## src/rtl/mem_dump_pkg.sv

```systemverilog
// Shared types and constants for the memory dump reader.
// Optional feature: MEM_DUMP_CHECKSUM_EN adds the trailing checksum word and its state.
package mem_dump_pkg;

   localparam int unsigned BYTES_PER_WORD = 4;
   localparam int unsigned ADDR_W_DEF     = 12;
   localparam int unsigned CNT_W_DEF      = 11;

   typedef enum logic [2:0] {
      StIdle,
      StRead,
      StSend,
`ifdef MEM_DUMP_CHECKSUM_EN
      StCsum,
`endif
      StDone
   } state_e;

endpackage

```

## src/rtl/mem_byte_packer.sv

```systemverilog
// Little-endian byte packer: each captured byte enters at the top and shifts down,
// so after BYTES_PER_WORD captures the first byte sits in bits [7:0].
module mem_byte_packer
   import mem_dump_pkg::*;
(
   input  logic                          clk_i,
   input  logic                          rst_ni,
   input  logic                          cap_i,
   input  logic [7:0]                    byte_i,
   output logic [8*BYTES_PER_WORD-1:0]   word_o
);

   localparam int unsigned WordW = 8 * BYTES_PER_WORD;

   logic [WordW-1:0] word_q, word_d;

   // Shift the new byte in from the top when a read result is valid.
   always_comb begin
      word_d = word_q;
      if (cap_i) begin
         word_d = {byte_i, word_q[WordW-1:8]};
      end
   end

   // Pack register with synchronous active-low reset.
   always_ff @(posedge clk_i) begin
      if (!rst_ni) begin
         word_q <= '0;
      end else begin
         word_q <= word_d;
      end
   end

   assign word_o = word_q;

endmodule

```

## src/rtl/mem_dump_reader.sv

```systemverilog
// Streams word_count 32-bit words read bytewise from a data memory starting at base_addr.
// Optional feature: define MEM_DUMP_CHECKSUM_EN to append a wrapping-sum checksum word.
module mem_dump_reader
   import mem_dump_pkg::*;
#(
   parameter int unsigned ADDR_W = ADDR_W_DEF,
   parameter int unsigned CNT_W  = CNT_W_DEF
) (
   input  logic              clk,
   input  logic              reset,
   input  logic              start,
   input  logic [ADDR_W-1:0] base_addr,
   input  logic [CNT_W-1:0]  word_count,
   output logic              mem_rd_en,
   output logic [ADDR_W-1:0] mem_addr,
   input  logic [7:0]        mem_rdata,
   output logic              out_valid,
   input  logic              out_ready,
   output logic [31:0]       out_data,
   output logic [ADDR_W-1:0] out_addr,
   output logic              out_last,
   output logic              busy,
   output logic              done
);

   // READ spans BYTES_PER_WORD issue cycles plus one cycle to capture the final byte.
   localparam logic [2:0] RdLast = 3'(BYTES_PER_WORD);

   state_e            state_q, state_d;
   logic [ADDR_W-1:0] base_q, base_d;
   logic [CNT_W-1:0]  left_q, left_d;
   logic [2:0]        rd_cnt_q, rd_cnt_d;
   logic              cap_q;
   logic [31:0]       packed_word;
   logic              last_word;
`ifdef MEM_DUMP_CHECKSUM_EN
   logic [31:0]       csum_q, csum_d;
`endif

   mem_byte_packer u_packer (
      .clk_i  (clk),
      .rst_ni (reset),
      .cap_i  (cap_q),
      .byte_i (mem_rdata),
      .word_o (packed_word)
   );

   assign last_word = (left_q == CNT_W'(1));

   // Next-state logic and registered-state-decoded outputs.
   always_comb begin
      state_d   = state_q;
      base_d    = base_q;
      left_d    = left_q;
      rd_cnt_d  = rd_cnt_q;
`ifdef MEM_DUMP_CHECKSUM_EN
      csum_d    = csum_q;
`endif
      mem_rd_en = 1'b0;
      mem_addr  = '0;
      out_valid = 1'b0;
      out_data  = '0;
      out_addr  = '0;
      out_last  = 1'b0;
      busy      = 1'b1;
      done      = 1'b0;
      case (state_q)
         StIdle: begin
            busy = 1'b0;
            if (start) begin
               base_d   = base_addr;
               left_d   = word_count;
               rd_cnt_d = '0;
`ifdef MEM_DUMP_CHECKSUM_EN
               csum_d   = '0;
`endif
               state_d  = (word_count == '0) ? StDone : StRead;
            end
         end
         StRead: begin
            if (rd_cnt_q != RdLast) begin
               mem_rd_en = 1'b1;
               mem_addr  = base_q + ADDR_W'(rd_cnt_q);
            end
            rd_cnt_d = rd_cnt_q + 3'd1;
            if (rd_cnt_q == RdLast) begin
               state_d = StSend;
            end
         end
         StSend: begin
            out_valid = 1'b1;
            out_data  = packed_word;
            out_addr  = base_q;
`ifndef MEM_DUMP_CHECKSUM_EN
            out_last  = last_word;
`endif
            if (out_ready) begin
               base_d   = base_q + ADDR_W'(BYTES_PER_WORD);
               left_d   = left_q - CNT_W'(1);
               rd_cnt_d = '0;
`ifdef MEM_DUMP_CHECKSUM_EN
               csum_d   = csum_q + packed_word;
               state_d  = last_word ? StCsum : StRead;
`else
               state_d  = last_word ? StDone : StRead;
`endif
            end
         end
`ifdef MEM_DUMP_CHECKSUM_EN
         StCsum: begin
            // base_q has already advanced past the last data word.
            out_valid = 1'b1;
            out_data  = csum_q;
            out_addr  = base_q;
            out_last  = 1'b1;
            if (out_ready) begin
               state_d = StDone;
            end
         end
`endif
         StDone: begin
            busy    = 1'b0;
            done    = 1'b1;
            state_d = StIdle;
         end
         default: begin
            busy    = 1'b0;
            state_d = StIdle;
         end
      endcase
   end

   // State and counter registers; reset aborts any dump in progress.
   always_ff @(posedge clk) begin
      if (!reset) begin
         state_q  <= StIdle;
         base_q   <= '0;
         left_q   <= '0;
         rd_cnt_q <= '0;
         cap_q    <= 1'b0;
`ifdef MEM_DUMP_CHECKSUM_EN
         csum_q   <= '0;
`endif
      end else begin
         state_q  <= state_d;
         base_q   <= base_d;
         left_q   <= left_d;
         rd_cnt_q <= rd_cnt_d;
         cap_q    <= mem_rd_en;
`ifdef MEM_DUMP_CHECKSUM_EN
         csum_q   <= csum_d;
`endif
      end
   end

endmodule

```

## config.mk

```make
export PLATFORM = sky130hd
export DESIGN_NAME = mem_dump_reader
export DESIGN_NICKNAME = d
export VERILOG_FILES = /design/src/rtl/mem_dump_pkg.sv /design/src/rtl/mem_byte_packer.sv /design/src/rtl/mem_dump_reader.sv
export SDC_FILE = /design/constraint.sdc
export NUM_CORES = 1
export LEC_CHECK = 0
export ABC_AREA = 0
export CAP_MARGIN = 0
export CELL_PAD_IN_SITES_DETAIL_PLACEMENT = 1
export CELL_PAD_IN_SITES_GLOBAL_PLACEMENT = 2
export CORE_ASPECT_RATIO = 1.5
export CORE_UTILIZATION = 30
export CTS_CLUSTER_SIZE = 12
export DETAILED_ROUTE_END_ITERATION = 7
export PLACE_DENSITY_LB_ADDON = 0.1
export RECOVER_POWER = 100
export SYNTH_ARGS = -nofsm -noshare
export SYNTH_HDL_FRONTEND = slang
export SYNTH_SLANG_ARGS = --single-unit
```

## constraint.sdc

```tcl
create_clock -name clk -period 2.8 [get_ports clk]
set_clock_uncertainty 0.1 [all_clocks]
set_input_delay 0.56 -clock clk [delete_from_list [all_inputs] [get_ports clk]]
set_output_delay 0.56 -clock clk [all_outputs]
set_load 0.05 [all_outputs]
```

==> flow_summary_export.csv <==
group,metric,value,unit
run_status,status,"complete, no violations",
critical_path,path_max_fanout,6,
timing,fmax,369,MHz
floorplan,die-area,12300,um^2
yosys,synth_edf_count,0,
global_routing,grt_pass1_vias,3687,
power,power,4.16,mW
timing,drv_slew,0,
drt,vias,3489,
min_path,hold_path.class,"reg2reg",
yosys,synth_compound_area_share,14.9,%
cells_and_area,final_cell_mix,"nor2_1 (58), dfxtp_1 (58), buf_12 (52)",
power,p_comb_share,42.5,%
critical_path,cp-end-kind,"primary output",
drt,wl_per_cell,17.8,um
global_routing,grt.overflow.total,0,
global_routing,grt_pass1_wl,19.4,mm
critical_path,critical_path_class,"reg2out",
critical_path,worstPathRequired,2.14,ns
cells_and_area,drive_gt1_share,20.7,%
global_routing,grt_usage,20.2,%
cells_and_area,syn_to_final_growth,54.5,%
timing,finalSetupViolCount,0,
timing,rsz0062_at_grt,"false",
yosys,yosysWarnings,0,
drt,viasPerCell,5.12,
yosys,synth_simple_gate_area_share,28.1,%
critical_path,startpoint_type,"flip-flop",
power,intPower,2.48,mW
clocking,htreeDepth,3,
drt,drc_errors,0,
place,post-dp-hpwl,9.43,mm
place,place_congestion,0.828,
critical_path,r2r_slack,0.26,ns
power,p_seq_share,29.7,%
power,swShare,40.2,%
floorplan,start_util,30.9,%
power,switching_power,1.67,mW
critical_path,cp.arrival,2.05,ns
timing,hold_viol_final,0,
yosys,syn_avg_cell_area,8.30,um^2
clocking,clk_path_buf_depth,2,
drt,first_pass_iters,4,
clocking,cts.clk_slew.worst_paths,0.05,ns
yosys,synthCells,430,
yosys,ys_async_sr_fraction,0,%
timing,holdWs,0.382,ns
clocking,clock-sinks,61,
yosys,ys.flop_type,"dfxtp_1",
drt,antenna_left,0,
floorplan,num_io_pins,96,
clocking,cts_tree,"done",
global_routing,grt_max_degree,32,
yosys,synth.distinct_cells,58,
timing,period_minus_slack,2.71,ns
place,port_buffers,95,
yosys,synth_top_family_by_area,"simple AND/OR/NAND/NOR gates",
yosys,syn_nets,478,
timing,post-route-period-util,96.7,%
power,clockPowerShare,27.9,%
yosys,synth-adder-area-share,4.77,%
clocking,cts_root_buf,"clkbuf_16",
yosys,synth.yosys.seq_area_share,34.2,%
cells_and_area,nets,575,
clocking,cts_buffers,9,
power,ir_drop,0.383,mV
flow_run,maxCapViolCount,0,
yosys,muxShareOfSynthArea,10.4,%
power,powerDensity,754,nW/um^2
global_routing,grt_antenna_before_repair,0,
timing,worst_pin_slew,0.692,ns
floorplan,die_w,91.1,um
floorplan,rows,48,
yosys,synth-seq-cells,61,
yosys,synth_xor_area_share,1.96,%
clocking,post_cts_buffers,0,
floorplan,die_y,136,um
timing,tns,0,ns
floorplan,core,11500,um^2
power,leakage,2.06,nW
drt,drt-total-wl,12.1,mm
cells_and_area,diodes,0,
clocking,clock_latency,0.32,ns
drt,drt_iter0_markers,149,
yosys,synth_area,3570,um^2
timing,slew_headroom,53.8,%
flip-flops by register name (all words and copies together), names as in the netlist:
| signal | cells |
|---|---|
| base_q | 12 |
| state_q | 2 |
| left_q | 11 |
| u_packer.word_o | 32 |
| rd_cnt_q | 3 |
| cap_q | 1 |
worst paths after layout:
kind                                 end                startpoint  cells after the start
hold reg to reg   base_q[0]$_SDFFE_PN0P_    base_q[0]$_SDFFE_PN0P_                      2
hold / removal    base_q[0]$_SDFFE_PN0P_    base_q[0]$_SDFFE_PN0P_                      2
setup reg to reg  base_q[5]$_SDFFE_PN0P_   state_q[0]$_SDFFE_PN0P_                      8
setup / recovery             mem_addr[9]  rd_cnt_q[1]$_SDFFE_PN0P_                      6
stage by stage:
step / instance area [um^2] / std cells / utilization, % / setup WS [ns]
final: 5510 / 681 / 47.8 / 0.0935
after global routing: 5510 / 681 / 47.8 / 0.00294
after CTS: 5630 / 681 / 48.9 / 0.00421
after detailed placement: 5300 / 666 / 46.0 / 0.249
after global placement: 5300 / 666 / 46.0 / 0.282
after floorplan: 3570 / 430 / - / 0.00691
synth_stat cells (all sizes together) (2+ instances only):
| master | number | area [um^2] |
|---|---|---|
| nor2b | 5 | 31.3 |
| buf | 11 | 73.8 |
| o221a | 4 | 45.0 |
| mux2 | 2 | 22.5 |
| a21oi | 25 | 125 |
| o31ai | 2 | 15.0 |
| clkbuf | 19 | 85.1 |
| o311ai | 2 | 17.5 |
| nor2 | 58 | 218 |
| dfxtp | 61 | 1220 |
| nand3 | 13 | 65.1 |
| nor4 | 4 | 40.0 |
| or4 | 3 | 22.5 |
| or3 | 6 | 42.5 |
| o21ai | 17 | 85.1 |
| o2bb2ai | 2 | 17.5 |
| inv | 11 | 41.3 |
| xor2 | 5 | 43.8 |
| and3 | 5 | 31.3 |
| and2 | 47 | 294 |
| ha | 12 | 150 |
| o211ai | 5 | 42.5 |
| a211oi | 6 | 50.1 |
| and4 | 2 | 17.5 |
| xnor2 | 3 | 26.3 |
| a21o | 3 | 22.5 |
| nor4b | 2 | 23.8 |
| nor3 | 10 | 55.1 |
| nand4 | 5 | 31.3 |
| nand2 | 22 | 82.6 |
| a31oi | 7 | 43.8 |
| nand2b | 4 | 25.0 |
| mux2i | 35 | 350 |
layer usage:
| layer | track usage, % | wire length [um] | vias up |
|---|---|---|---|
| met3 | 4.60 | 542 | 19 |
| met5 | 0 | 0 | - |
| met1 | 20.1 | 4540 | 1693 |
| met2 | 40.4 | 6760 | 83 |
| li1 | - | - | 1694 |
| met4 | 7.23 | 304 | 0 |
area by class of cell:
class                      count  area (um^2)
clock inverter                 3         43.8
sequential                    61         1220
fill                        1306         6020
multi-input combinational    328         2170
clock buffer                  12          267
tap                          150          188
timing repair buffer         116         1580
inverter                      11         41.3
kinds of logic (layout without fill, tap and decap cells):
family	after synthesis	count (layout)
AOI/OAI and AO/OA	81	81
xor gates and xnor gates	8	8
adders and majority gates	13	13
buffers and inverters	41	142
DFF	61	61
muxes	37	37
and+or+nand+nor	189	189
timing repair:
action | CTS | global route
pin swaps | 1 | 3
endpoints found under the hold margin | 0 | 0
hold buffers | 0 | 0
gates resized for setup | 4 | 4
setup endpoints to repair | 4 | 8
worst max-delay path: stages, from the launching register on:
cell      delay [ns]
dfxtp_1         0.42
ha_1            0.30
a211oi_2        0.38
nor3_1          0.13
xnor2_1         0.15
nor2_1          0.18
buf_12          0.17
power groups by stage:
stage                     combinational (mW)  sequential [mW]  clock [mW]
final                                   1.77             1.23        1.16
after CTS                               1.87             1.23        1.18
after global placement                  1.80             1.24           0
after detailed placement                1.84             1.25           0
after floorplan                         1.23             1.16           0
after global routing                    1.92             1.26        1.22
Note: power is estimated with default switching activity, not from simulation.
